**config.mk**
```make
export PLATFORM = sky130hd
export DESIGN_NAME = pipeline_ram_arbiter
export DESIGN_NICKNAME = d
export VERILOG_FILES = /design/src/rtl/rv32i_types_pkg.sv /design/src/rtl/pipeline_ram_arbiter.sv
export SDC_FILE = /design/constraint.sdc
export NUM_CORES = 1
export LEC_CHECK = 0
export ABC_CLOCK_PERIOD_IN_PS = 4400
export CORE_ASPECT_RATIO = 1.2
export CORE_MARGIN = 3
export CORE_UTILIZATION = 38
export CTS_CLUSTER_DIAMETER = 80
export DETAILED_ROUTE_END_ITERATION = 6
export HOLD_SLACK_MARGIN = 0.03
export PLACE_DENSITY = 0.92
export RECOVER_POWER = 50
export SLEW_MARGIN = 40
export SYNTH_ARGS = -nofsm -noshare
export SYNTH_HDL_FRONTEND = slang
export SYNTH_SLANG_ARGS = --single-unit
```
**constraint.sdc**
```tcl
create_clock -name CLK -period 4.4 [get_ports CLK]
set_input_delay 0.88 -clock CLK [delete_from_list [all_inputs] [get_ports CLK]]
set_output_delay 0.88 -clock CLK [all_outputs]
set_load 0.01 [all_outputs]
```
**src/rtl/rv32i_types_pkg.sv**
```systemverilog
// Shared types for the two-stage RV32I core: the machine word and the
// RAM arbiter states, exposed here so trace and monitor code can decode them.
package rv32i_types_pkg;

    localparam int WORD_W    = 32;
    localparam int BYTE_EN_W = WORD_W / 8;

    typedef logic [WORD_W-1:0]    word_t;
    typedef logic [BYTE_EN_W-1:0] byte_en_t;

    typedef enum logic [1:0] {
        IDLE    = 2'd0,
        GRANT_I = 2'd1,
        GRANT_D = 2'd2
    } arb_state_t;

    localparam byte_en_t FULL_WORD_BE = '1;

endpackage

```
**src/rtl/pipeline_ram_arbiter.sv**
```systemverilog
// Shares the single-ported unified RAM between instruction fetch and data
// access; data has priority, fetch is guaranteed a slot after STARVE_LIMIT data grants.
module pipeline_ram_arbiter
    import rv32i_types_pkg::*;
#(
    parameter int unsigned STARVE_LIMIT = 4
) (
    input  logic     CLK,
    input  logic     nRST,
    input  logic     i_ren,
    input  word_t    i_addr,
    output word_t    i_rdata,
    output logic     i_busy,
    input  logic     d_ren,
    input  logic     d_wen,
    input  word_t    d_addr,
    input  word_t    d_wdata,
    input  byte_en_t d_byte_en,
    output word_t    d_rdata,
    output logic     d_busy,
    output logic     m_ren,
    output logic     m_wen,
    output word_t    m_addr,
    output word_t    m_wdata,
    output byte_en_t m_byte_en,
    input  word_t    m_rdata,
    input  logic     m_busy
);

    localparam logic [3:0] STARVE_MAX = 4'(STARVE_LIMIT);

    arb_state_t state;
    arb_state_t next_state;
    logic [3:0] starve_cnt;

    logic d_req;
    logic d_same_type;
    logic i_ack;
    logic d_ack;
    logic i_elig;
    logic d_elig;
    logic arbitrate;

    // An ack needs the requester to still want exactly what was latched;
    // anything else (flush, redirect, changed type) is silently discarded.
    always_comb begin
        d_req       = d_ren | d_wen;
        d_same_type = m_wen ? d_wen : (d_ren & ~d_wen);
        i_ack       = (state == GRANT_I) && !m_busy && i_ren && (i_addr == m_addr);
        d_ack       = (state == GRANT_D) && !m_busy && d_same_type && (d_addr == m_addr);
        i_elig      = i_ren & ~i_ack;
        d_elig      = d_req & ~d_ack;
        arbitrate   = (state == IDLE) || !m_busy;

        next_state = state;
        if (arbitrate) begin
            if (i_elig && (!d_elig || starve_cnt == STARVE_MAX)) begin
                next_state = GRANT_I;
            end else if (d_elig) begin
                next_state = GRANT_D;
            end else begin
                next_state = IDLE;
            end
        end

        i_busy  = ~i_ack;
        d_busy  = ~d_ack;
        i_rdata = i_ack ? m_rdata : '0;
        d_rdata = d_ack ? m_rdata : '0;
    end

    always_ff @(posedge CLK) begin
        if (!nRST) begin
            state      <= IDLE;
            starve_cnt <= '0;
            m_ren      <= 1'b0;
            m_wen      <= 1'b0;
            m_addr     <= '0;
            m_wdata    <= '0;
            m_byte_en  <= '0;
        end else begin
            state <= next_state;

            // Request fields change only when a grant begins or ends.
            if (arbitrate) begin
                case (next_state)
                    GRANT_I: begin
                        m_ren     <= 1'b1;
                        m_wen     <= 1'b0;
                        m_addr    <= i_addr;
                        m_wdata   <= '0;
                        m_byte_en <= FULL_WORD_BE;
                    end
                    GRANT_D: begin
                        m_ren     <= ~d_wen;
                        m_wen     <= d_wen;
                        m_addr    <= d_addr;
                        m_wdata   <= d_wdata;
                        m_byte_en <= d_byte_en;
                    end
                    default: begin
                        m_ren     <= 1'b0;
                        m_wen     <= 1'b0;
                        m_addr    <= '0;
                        m_wdata   <= '0;
                        m_byte_en <= '0;
                    end
                endcase
            end

            if (!i_ren || (arbitrate && next_state == GRANT_I)) begin
                starve_cnt <= '0;
            end else if (arbitrate && next_state == GRANT_D && starve_cnt < STARVE_MAX) begin
                starve_cnt <= starve_cnt + 4'd1;
            end
        end
    end

endmodule

```
# ---- Yosys cells after proc, flatten, opt, wreduce, memory -nomap -nowiden
# Index checks and enable logic that the tools add are counted.
# W data, S select, Z words.
dict set report op_classes {
  n_addsub 1
  n_lt_le_gt_ge 1
  eq_ne 7
  muxes 11
  bitwise_logic 8
  reduce_logical 18
}
# cell count
set op_table {}
lappend op_table {{$mux W32} 3}
lappend op_table {{$eq A32 B32 Y1} 2}
lappend op_table {{$pmux W32 S2} 1}
lappend op_table {{$logic_and A1 B1 Y1} 10}
lappend op_table {{$pmux W4 S2} 1}
lappend op_table {{$mux W2} 3}
lappend op_table {{$add A4 B1 Y4 const B} 1}
lappend op_table {{$eq A2 B1 Y1 const B} 2}
lappend op_table {{$eq A2 B2 Y1 const B} 2}
lappend op_table {{$eq A4 B3 Y1 const B} 1}
lappend op_table {{$lt A4 B3 Y1 const B} 1}
lappend op_table {{$not A1 Y1} 4}
lappend op_table {{$and A1 B1 Y1} 3}
lappend op_table {{$logic_not A1 Y1} 3}
lappend op_table {{$logic_or A1 B1 Y1} 3}
lappend op_table {{$logic_not A2 Y1} 1}
lappend op_table {{$mux W1} 2}
lappend op_table {{$pmux W1 S2} 1}
lappend op_table {{$reduce_or A2 Y1} 1}
lappend op_table {{$or A1 B1 Y1} 1}
dict set report word_totals {
  regBits 76
  inputBits 138
  output_inout_bits 136
  elab_cells 53
}

# ---- Logic depth before layout (Yosys ltp)
# Gate-level depths: netlist of run 1.
dict set report logic_depth {
  depth_word 16
  depth_mapped 13
  depth_no_buf 11
}

# ---- Least setup slack after synthesis of run 1
# Ideal clock, no wire load.
dict set report synth_timing {
  kind {input to register}
  startpoint {input port d_addr[8]}
  endpoint {register m_addr[28]}
  setup_time_ps 115
  t_arrival_ps 3345
  t_required_ps 4285
  path_slack_ps 939
  path_stages 11
  path_buffers 2
  cell_sequence {xor2_1 or4_4 nor4_4 o21ai_0 o21a_1 ha_1 clkbuf_1 clkbuf_1 nor3_1 a21oi_1 nor2b_1}
}
dict set report synth_between {
  elab_chain_cells 11
}
# item line
set synth_rtl {}
lappend synth_rtl {{start: declaration} pipeline_ram_arbiter.sv:16} ;# input word_t d_addr,
lappend synth_rtl {{$eq A32 B32 Y1 *} pipeline_ram_arbiter.sv:50} ;# d_ack = (state == GRANT_D) && !m_busy && d_same_type && (d_addr == m_addr);
lappend synth_rtl {{$logic_and A1 B1 Y1 *} pipeline_ram_arbiter.sv:50}
lappend synth_rtl {{$not A1 Y1 *} pipeline_ram_arbiter.sv:52} ;# d_elig = d_req & ~d_ack;
lappend synth_rtl {{$and A1 B1 Y1 *} pipeline_ram_arbiter.sv:52}
lappend synth_rtl {{$logic_not A1 Y1} pipeline_ram_arbiter.sv:57} ;# if (i_elig && (!d_elig || starve_cnt == STARVE_MAX)) begin
lappend synth_rtl {{$logic_or A1 B1 Y1} pipeline_ram_arbiter.sv:57}
lappend synth_rtl {{$logic_and A1 B1 Y1} pipeline_ram_arbiter.sv:57}
lappend synth_rtl {{$mux W2 *} pipeline_ram_arbiter.sv:57}
lappend synth_rtl {{$mux W2 *} pipeline_ram_arbiter.sv:56} ;# if (arbitrate) begin
lappend synth_rtl {{via next_state[1]} pipeline_ram_arbiter.sv:33} ;# arb_state_t next_state;
lappend synth_rtl {{$eq A2 B2 Y1 or $eq A2 B1 Y1 (tied branches)} pipeline_ram_arbiter.sv:86} ;# case (next_state)
lappend synth_rtl {{$pmux W32 S2 *} pipeline_ram_arbiter.sv:86}
lappend synth_rtl {{end signal: assignment} pipeline_ram_arbiter.sv:90} ;# m_addr <= i_addr;
lappend synth_rtl {{end signal: assignment} pipeline_ram_arbiter.sv:97} ;# m_addr <= d_addr;
lappend synth_rtl {{end: declaration} pipeline_ram_arbiter.sv:23} ;# output word_t m_addr,
# Mark *: on every way through the listed nets, which the timed path passes. The rest lies on a longest branch.
# A chain may end at the register's enable or synchronous reset.

# ---- Final worst setup path of run 1
dict set report layout_timing {
  startpoint {input port d_addr[3]}
  endpoint {output port d_rdata[21]}
}
dict set report layout_between {
  elab_chain_cells 3
}
# item line
set layout_rtl {}
lappend layout_rtl {{$eq A32 B32 Y1} pipeline_ram_arbiter.sv:50}
lappend layout_rtl {{$logic_and A1 B1 Y1} pipeline_ram_arbiter.sv:50}
lappend layout_rtl {{$mux W32} pipeline_ram_arbiter.sv:69} ;# d_rdata = d_ack ? m_rdata : '0;
lappend layout_rtl {{end: declaration} pipeline_ram_arbiter.sv:19} ;# output word_t d_rdata,
# Every way passes these cells.

==> results of run 1 <==
==> power breakdown <==
part | internal (µW) | switching [µW] | leakage, µW
clock | 454 | 297 | 0.000144
combinational | 297 | 261 | 0.00237
sequential | 737 | 42.1 | 0.000623
==> state kept, by name, summed over array words and instances, names as in the netlist <==
name        cells
m_ren           1
m_addr         32
state           2
m_byte_en       4
m_wen           1
starve_cnt      4
m_wdata        32
==> final timing paths <==
path | startpoint | end | slack, ns | cells past startpoint
min reg2reg | m_wdata[28] | m_wdata[28] | 0.46 | 2
min | m_wdata[28] | m_wdata[28] | 0.46 | 2
max | d_addr[3] | d_rdata[21] | 0.16 | 9
max reg2reg | m_addr[3] | m_addr[16] | 0.91 | 14
==> area by class of cell <==
class | count | area share
Clock buffer | 10 | 0.0307
Clock inverter | 6 | 0.00820
Inverter | 7 | 0.00338
Multi-Input combinational cell | 434 | 0.362
Sequential cell | 76 | 0.195
Tap cell | 154 | 0.0248
Timing Repair Buffer | 289 | 0.376
==> placed cells by master, fill, tap and decap left out, drive strengths merged <==
| master | count |
|---|---|
| mux2i | 1 |
| dlygate4sd3 | 70 |
| a41oi | 1 |
| o211a | 1 |
| a21boi | 34 |
| a21o | 1 |
| dfxtp | 76 |
| nand3 | 36 |
| a311oi | 1 |
| clkdlybuf4s50 | 202 |
| o21a | 3 |
| a22oi | 32 |
| clkbuf | 12 |
| nand2 | 37 |
| nand3b | 1 |
| xnor2 | 8 |
| bufinv | 1 |
| clkinv | 3 |
| nand4 | 5 |
| or4 | 1 |
| nor2 | 7 |
| ha | 4 |
| nor3 | 39 |
| o21ai | 5 |
| inv | 7 |
| o41ai | 1 |
| buf | 15 |
| nor2b | 37 |
| a2111oi | 1 |
| and2 | 64 |
| a21oi | 43 |
| nor4 | 14 |
| xor2 | 57 |
| clkinvlp | 2 |
==> cells by family (layout without fill, tap and decap cells) <==
kind of cell	after synthesis	count (layout)
fa+ha+maj	4	4
xor+xnor	65	65
simple gates	241	241
mux	1	1
compound gates	123	123
buf+inv	53	312
flops	76	76
==> per-stage QoR <==
stage	hold WS, ns	cell area [µm²]	std cells
floorplan	0.485	4510	563
global placement	0.447	7430	958
detailed placement	0.454	7480	960
CTS	0.462	7780	976
global route	0.479	7780	976
finish	0.457	7780	976
==> per-layer routing <==
| metal | vias up | global-route usage | share of wire |
|---|---|---|---|
| met5 | - | 0 | 0 |
| met4 | 0 | 0.0873 | 0.024 |
| met3 | 29 | 0.0773 | 0.088 |
| met2 | 211 | 0.435 | 0.51 |
| met1 | 2318 | 0.289 | 0.38 |
| li1 | 2449 | - | - |
==> worst max-delay path: stages <==
cell and delay (ns):
clkdlybuf4s50_1 0.45, xor2_1 0.18, nor4_1 0.28, buf_4 0.17, nand4_1 0.17, nor4_4 0.31, buf_12 0.21, and2_1 0.15
clkdlybuf4s50_1 0.55
==> what timing repair did <==
item                       4_1_cts  5_1_grt
hold endpoints to repair         0        0
resized for setup                0        2
setup endpoints to repair        0       32
==> out/qor.yml, run 1 <==
powerDensity_mw_per_mm2: 268
start_kind: "primary input"
core_mm2: 0.0113
drive_above_1_share: 0.0511
ant_nets: 0
synth_seq_cells: 76
path_class: "primary input to output pin"
num_antenna_cells: 0
synth_top_cell_area_share: 0.337
critPathArrivalTime_ns: 3.36
cts_root_buf: "clkbuf_16"
cts_sinks: 76
timing_hold_violations_final: 0
synth_top_cells_by_count: "76 x dfxtp_1, 62 x and2_1, 57 x xor2_1"
yosys.area_share.adder: 0.0111
finalMaxSlewViolations: 0
synth_top_cell_by_area: "dfxtp_1"
p_total_uw: 2090
synth_xor_xnor_area_share: 0.126
drcViolationCount: 0
fin_crit_sh: 0.965
max_slew_margin: 0.393
dp.final_hpwl_um: 13200
grtUsageTotal: 0.250
worst_clock_skew_ns: 0.00699
finalWorstSetupSlack_ns: 0.155
fp.dieH_um: 125
synth_nets: 705
vdd_drop_max_mv: 0.216
yosysSeqAreaShare: 0.337
yosys-mux-area-fraction: 0.00222
post-route-util: 0.689
globalplace.congestion: 0.836
yosysMostFrequentCell: "dfxtp_1"
hold_path_class: "flop to flop"
p_leak_uw: 0.00314
antenna_found_initial: 0
fin_nets: 959
cts_buffers: 9
drtIter0Drc: 228
first_pass_iters: 5
path_clk_slew_ns: 0.06
hold_buffers: 0
pre_cts_slack_ns: 0.111
netlist_area_mm2: 0.00451
multiInputGateArea_mm2: 0.00282
vias_per_cell: 5.13
num_vias: 5007
grt_max_degree: 44
ctsLongestPathBuffers: 2
start_util: 0.399
syn_inst: 563
grt_pass1_wl_um: 26600
boundaryPins: 274
routed_wl_um: 17000
status: "finished clean"
area_growth_syn_to_layout_pct: 72.4
die_x_um: 105
rows: 42
critical_path_required_ns: 3.52
seq_area_mm2: 0.00152
synth-async-reset-ratio: 0
wire_per_inst_um: 17.4
n_fill_cell: 894
cts_tree: "done"
placement.io_buffers: 273
setup_viol: 0
ys.flop_type: "dfxtp_1"
max_freq_mhz: 236
synth_top_cells_by_area: "dfxtp_1 34%, xor2_1 11%, and2_1 8.6%, a21boi_0 5.7%, a22oi_1 5.3%"
ys_warn_count: 0
drv_cap: 0
grt_overflow: 0
syn_avg_cell_area_um2: 8.02
grt_pass1_vias: 4959
synth_compound_area_frac: 0.185
rsz0062_at_grt: "no"
synth_top_family_by_area: "simple AND/OR/NAND/NOR gates"
post_cts_buffers: 0
end_kind: "output pin"
worstPathMaxFanout: 35
ys_types: 32
fin_crit_ns: 4.24
die_area_mm2: 0.0132
synth_edf_count: 0
setup-tns-final_ns: 0
synth-simple-area-share: 0.294
worstMarginPinSlew_ns: 0.910
clk_latency_ns: 0.33
htreeDepth: 3
No activity file was read; power rests on OpenSTA's default activity.
==> run 2, diff against run 1 <==
- CELL_PAD_IN_SITES_DETAIL_PLACEMENT: default -> 0
- CELL_PAD_IN_SITES_GLOBAL_PLACEMENT: default -> 1
- CORE_UTILIZATION: 38 -> 26
- SLEW_MARGIN: 40 -> 20
==> run 2 against run 1 <==
- count of clock-buffer cells in the layout fell by 1
- critical path depth stayed put
- sequential power about the same
- utilization down 22 points
- highest routed layer unchanged
- critical path type unchanged
- clock skew down 0.0012 ns
- combinational power grew 0.7%
- via count fell by 1.5%
- wire length up 4.3%
- global-route usage fell by 7.0 points
- fmax decreased by 1.2%
- critical endpoint is now d_rdata[11]
==> out/qor.yml, run 2 (synthesis gave the netlist of run 1 again) <==
status: "finished clean"  # unchanged
fp.dieH_um: 150  # was 125 µm
pre_cts_slack_ns: 0.0808  # was 0.111 ns
grtUsageTotal: 0.180  # was 0.250
drtIter0Drc: 271  # was 228
globalplace.congestion: 0.820  # was 0.836
path_clk_slew_ns: 0.06  # about the same
finalMaxSlewViolations: 0  # unchanged
drcViolationCount: 0  # unchanged
die_x_um: 126  # was 105 µm
max_slew_margin: 0.314  # was 0.393
num_vias: 4933  # was 5007
ctsLongestPathBuffers: 2  # unchanged
grt_pass1_vias: 4998  # was 4959
fin_crit_ns: 4.30  # was 4.24 ns
worstPathMaxFanout: 35  # unchanged
top_regs: "m_addr: 32 flops, m_wdata: 32 flops"  # unchanged
holdCritStartpoint: "m_wdata[17]"  # was m_wdata[28]
wire_per_inst_um: 17.1  # was 17.4 µm
setup-tns-final_ns: 0  # unchanged
min_path_cells: 2  # unchanged
routed_wl_um: 17800  # was 17000 µm
num_antenna_cells: 0  # unchanged
crit_start: "d_wen"  # was d_addr[3]
start_util: 0.267  # was 0.399
p_total_uw: 2160  # was 2090 µW
rows: 52  # was 42
end_kind: "output pin"  # unchanged
rsz0062_at_grt: "no"  # unchanged
area_growth_syn_to_layout_pct: 74.2  # was 72.4%
final_cell_mix: "201 x clkdlybuf4s50_1, 76 x dfxtp_1, 71 x dlygate4sd3_1, 62 x and2_1, 57 x xor2_1"  # was 202 x clkdlybuf4s50_1, 76 x dfxtp_1, 70 x dlygate4sd3_1, 62 x and2_1, 57 x xor2_1
multiInputGateArea_mm2: 0.00281  # was 0.00282 mm²
vias_per_cell: 4.74  # was 5.13
cts_tree: "done"  # unchanged
drv_cap: 0  # unchanged
post-route-util: 0.465  # was 0.689
fin_crit_sh: 0.976  # was 0.965
worst_clock_skew_ns: 0.00574  # was 0.00699 ns
first_pass_iters: 5  # unchanged
ant_nets: 0  # unchanged
core_mm2: 0.0169  # was 0.0113 mm²
clk_latency_ns: 0.34  # was 0.33 ns
n_fill_cell: 1687  # was 894
dp.final_hpwl_um: 13100  # was 13200 µm
start_kind: "primary input"  # unchanged
die_area_mm2: 0.0190  # was 0.0132 mm²
fin_nets: 961  # was 959
path_class: "primary input to output pin"  # unchanged
drive_above_1_share: 0.0534  # was 0.0511
cts_buffers: 9  # unchanged
placement.io_buffers: 273  # unchanged
grt_overflow: 0  # unchanged
vdd_drop_max_mv: 0.195  # was 0.216 mV
critical_path_required_ns: 3.52  # about the same
antenna_found_initial: 0  # unchanged
post_cts_buffers: 0  # unchanged
setup_viol: 0  # unchanged
worstMarginPinSlew_ns: 1.03  # was 0.910 ns
p_leak_uw: 0.00316  # was 0.00314 µW
hold_path_class: "flop to flop"  # unchanged
cts_sinks: 76  # unchanged
critPathArrivalTime_ns: 3.42  # was 3.36 ns
r2r-start: "m_addr[3]"  # unchanged
grt_max_degree: 91  # was 44
boundaryPins: 274  # unchanged
layout.cells.most_common: "clkdlybuf4s50_1"  # unchanged
timing_hold_violations_final: 0  # unchanged
powerDensity_mw_per_mm2: 275  # was 268 mW/mm²
htreeDepth: 3  # unchanged
ff2ff_path_depth: 13  # was 14
max_freq_mhz: 233  # was 236 MHz
hold_buffers: 0  # unchanged
grt_pass1_wl_um: 27200  # was 26600 µm
seq_area_mm2: 0.00152  # unchanged
finalWorstSetupSlack_ns: 0.104  # was 0.155 ns
cts_root_buf: "clkbuf_16"  # unchanged
## run 2: timing repair
| item | in CTS | in global routing |
|---|---|---|
| gates resized for setup | 0 | 1 |
| endpoints found under the setup margin | 0 | 8 |
| endpoints found under the hold margin | 0 | 0 |
## run 2: stage by stage
step           cells  hold WS (ns)  area [µm²]
2_1_floorplan    563         0.485        4510
3_3_place_gp    1024         0.447        7550
3_5_place_dp    1024         0.458        7550
4_1_cts         1040         0.463        7880
5_1_grt         1040         0.472        7860
6_report        1040         0.458        7860
## run 2: cell type report
| type | count | share of cell area |
|---|---|---|
| Tap cell | 216 | 0.0344 |
| Clock buffer | 9 | 0.0287 |
| Clock inverter | 7 | 0.0126 |
| Timing Repair Buffer | 291 | 0.370 |
| Sequential cell | 76 | 0.194 |
| Multi-Input combinational cell | 434 | 0.358 |
| Inverter | 7 | 0.00334 |
## run 2: path summary, 6_finish.rpt
check / to / slack (ns)
setup / recovery: d_rdata[11] / 0.10
hold / removal: m_wdata[17] / 0.46
setup reg to reg: m_addr[28] / 0.99
hold reg to reg: m_wdata[17] / 0.46
## run 2: report_power, final
part	total [µW]	switching, µW	internal (µW)
Clock	821	320	501
Sequential	779	41.8	737
Combinational	562	269	293
Total	2160	631	1530
## run 2: per-layer routing
layer	track usage	routed length (µm)
met1	0.228	7670
met5	0	0
met3	0.0610	1420
met2	0.297	8430
met4	0.0435	229
## run 2: critical path: stages
cell	delay, ns
clkdlybuf4s50_1	0.55
inv_1	0.10
a2111oi_1	0.41
buf_4	0.18
nand4_1	0.14
nor4_4	0.22
buf_12	0.21
and2_1	0.15
clkdlybuf4s50_1	0.55
==> run 3, diff against run 2 <==
- ABC_CLOCK_PERIOD_IN_PS: 4400 -> 4700
- CORE_MARGIN: 3 -> default
- RECOVER_POWER: 50 -> 25
- clock period: 4.4 -> 4.7 ns (I/O delays scaled with it)
==> run 3 against run 2 <==
- sequential power is 6.3% lower
- global-route usage grew 0.97 points
- die area shrank 5.7%
- clock skew up 0.0028 ns
- first-iteration DRC count decreased by 4.8%
- utilization fell by 0.26 points
- sequential cell count unchanged
- count of clock-buffer cells in the layout increased by 1
- power fell by 6.7%
- combinational power shrank 7.5%
- register-to-register slack improved by 0.48 ns
- critical path depth fell by 1
- critical path type unchanged
- critical endpoint is now d_rdata[27]
- largest cell class unchanged
- largest power group unchanged
==> out/qor.yml, run 3 (synthesis gave the netlist of run 1 again) <==
drcViolationCount: 0  # unchanged
fin_crit_sh: 0.956
multiInputGateArea_mm2: 0.00281  # about the same
worst_clock_skew_ns: 0.00858  # was 0.00574 ns
max_freq_mhz: 223
wire_per_inst_um: 16.5  # was 17.1 µm
ff2ff_path_depth: 13  # unchanged
rows: 52  # unchanged
setup-tns-final_ns: 0  # unchanged
num_vias: 4904  # was 4933
grt_max_degree: 91  # unchanged
start_kind: "primary input"  # unchanged
r2r-end: "m_addr[18]"  # was m_addr[28]
die_x_um: 122  # was 126 µm
drive_above_1_share: 0.0465  # was 0.0534
n_fill_cell: 1666  # was 1687
hold_buffers: 0  # unchanged
first_pass_iters: 4  # was 5
holdCritStartpoint: "m_wdata[31]"  # was m_wdata[17]
start_util: 0.267  # unchanged
grt_pass1_wl_um: 26200  # was 27200 µm
core_mm2: 0.0169  # unchanged
worstPathMaxFanout: 35  # unchanged
fp.dieH_um: 146  # was 150 µm
top_regs: "m_addr: 32 flops, m_wdata: 32 flops"  # unchanged
grt_pass1_vias: 4881  # was 4998
dpl_cell_area_mm2: 0.00749  # was 0.00755 mm²
drv_cap: 0  # unchanged
cts_sinks: 76  # unchanged
antenna_found_initial: 0  # unchanged
globalplace.congestion: 0.813  # was 0.820
hold_path_class: "flop to flop"  # unchanged
cts_buffers: 9  # unchanged
boundaryPins: 274  # unchanged
clk_latency_ns: 0.34  # about the same
min_path_cells: 2  # unchanged
powerDensity_mw_per_mm2: 258  # was 275 mW/mm²
path_class: "primary input to output pin"  # unchanged
placement.io_buffers: 273  # unchanged
min_to: "m_wdata[31]"  # was m_wdata[17]
fin_crit_ns: 4.49
ant_nets: 0  # unchanged
design_area_mm2: 0.00782  # was 0.00786 mm²
path_clk_slew_ns: 0.06  # about the same
grt_overflow: 0  # unchanged
layout.cells.most_common: "clkdlybuf4s50_1"  # unchanged
routed_wl_um: 17100  # was 17800 µm
num_antenna_cells: 0  # unchanged
area_growth_syn_to_layout_pct: 73.2  # was 74.2%
cts.repair.resized: 0  # unchanged
finalMaxSlewViolations: 0  # unchanged
setup_viol: 0  # unchanged
drtIter0Drc: 258  # was 271
ctsLongestPathBuffers: 2  # unchanged
dp.final_hpwl_um: 12300  # was 13100 µm
rsz0062_at_grt: "no"  # unchanged
timing_hold_violations_final: 0  # unchanged
grtUsageTotal: 0.190  # was 0.180
r2r_slack_ns: 1.47  # was 0.99 ns
status: "finished clean"  # unchanged
post-route-util: 0.462  # was 0.465
worstMarginPinSlew_ns: 0.997  # was 1.03 ns
p_leak_uw: 0.00307  # was 0.00316 µW
critical_path_required_ns: 3.76  # was 3.52 ns
r2r-start: "m_addr[3]"  # unchanged
fin_nets: 954  # was 961
max_slew_margin: 0.335  # was 0.314
seq_area_mm2: 0.00152  # unchanged
vdd_drop_max_mv: 0.153  # was 0.195 mV
vias_per_cell: 4.75  # was 4.74
htreeDepth: 3  # unchanged
die_area_mm2: 0.0179  # was 0.0190 mm²
end_kind: "output pin"  # unchanged
cts_root_buf: "clkbuf_16"  # unchanged
cts_tree: "done"  # unchanged
post_cts_buffers: 0  # unchanged
final_cell_mix: "219 x clkdlybuf4s50_1, 76 x dfxtp_1, 62 x and2_1, 57 x xor2_1, 53 x dlygate4sd3_1"  # was 201 x clkdlybuf4s50_1, 76 x dfxtp_1, 71 x dlygate4sd3_1, 62 x and2_1, 57 x xor2_1
critPathArrivalTime_ns: 3.55  # was 3.42 ns
-- run 3: cell count changes in the layout (fill, tap and decap cells not counted), moves of 2 or more --
cell,delta
clkdlybuf4s50_1,+18
dlygate4sd3_1,-18
buf_4,-5
clkbuf_2,-2
inv_6,-2
-- run 3: routing by layer --
metal	up-vias	share of wire	GRT usage
li1	2441	-	-
met1	2263	0.42	0.236
met3	20	0.095	0.0633
met2	180	0.46	0.306
met5	-	0	0
met4	0	0.021	0.0585
-- run 3: how the worst max path moves through the flow --
stage | cells after the start | slack (ns) | from | to
final | 8 | 0.21 | d_wen | d_rdata[27]
after global routing | 8 | 0.03 | d_wen | d_rdata[24]
after CTS | 8 | 0.25 | d_wen | d_rdata[7]
after detailed placement | 8 | 0.25 | d_wen | d_rdata[0]
after global placement | 8 | 0.28 | d_addr[3] | d_rdata[31]
after floorplan | 11 | 1.18 | d_addr[8] | m_addr[28]
-- run 3: power by group --
group	total, µW	switching, µW	internal, µW
Sequential	730	39.8	690
Clock	767	287	480
Combinational	520	247	273
Total	2020	575	1440
-- run 3: critical path: stages --
cell             delay [ns]
clkdlybuf4s50_1        0.51
inv_1                  0.08
a2111oi_0              0.63
nand4_1                0.24
nor4_4                 0.24
buf_12                 0.22
and2_1                 0.15
clkdlybuf4s50_1        0.54
-- run 3: final cells by class --
class,instances,area share
well taps,216,0.0346
inverters,7,0.00336
repair buffers,284,0.366
multi-input cells,434,0.360
clock buffers,10,0.0306
clock inverters,6,0.0112
flip-flops and latches,76,0.195
-- run 3: metrics by stage --
step                      worst slack, ns  cells  hold slack [ns]  power [µW]
after floorplan                      1.18    563            0.485         980
after global placement              0.277   1017            0.447        1280
after detailed placement            0.248   1017            0.455        1280
after CTS                           0.247   1033            0.464        2060
after global routing               0.0262   1033            0.479        2130
final                               0.208   1033            0.457        2020
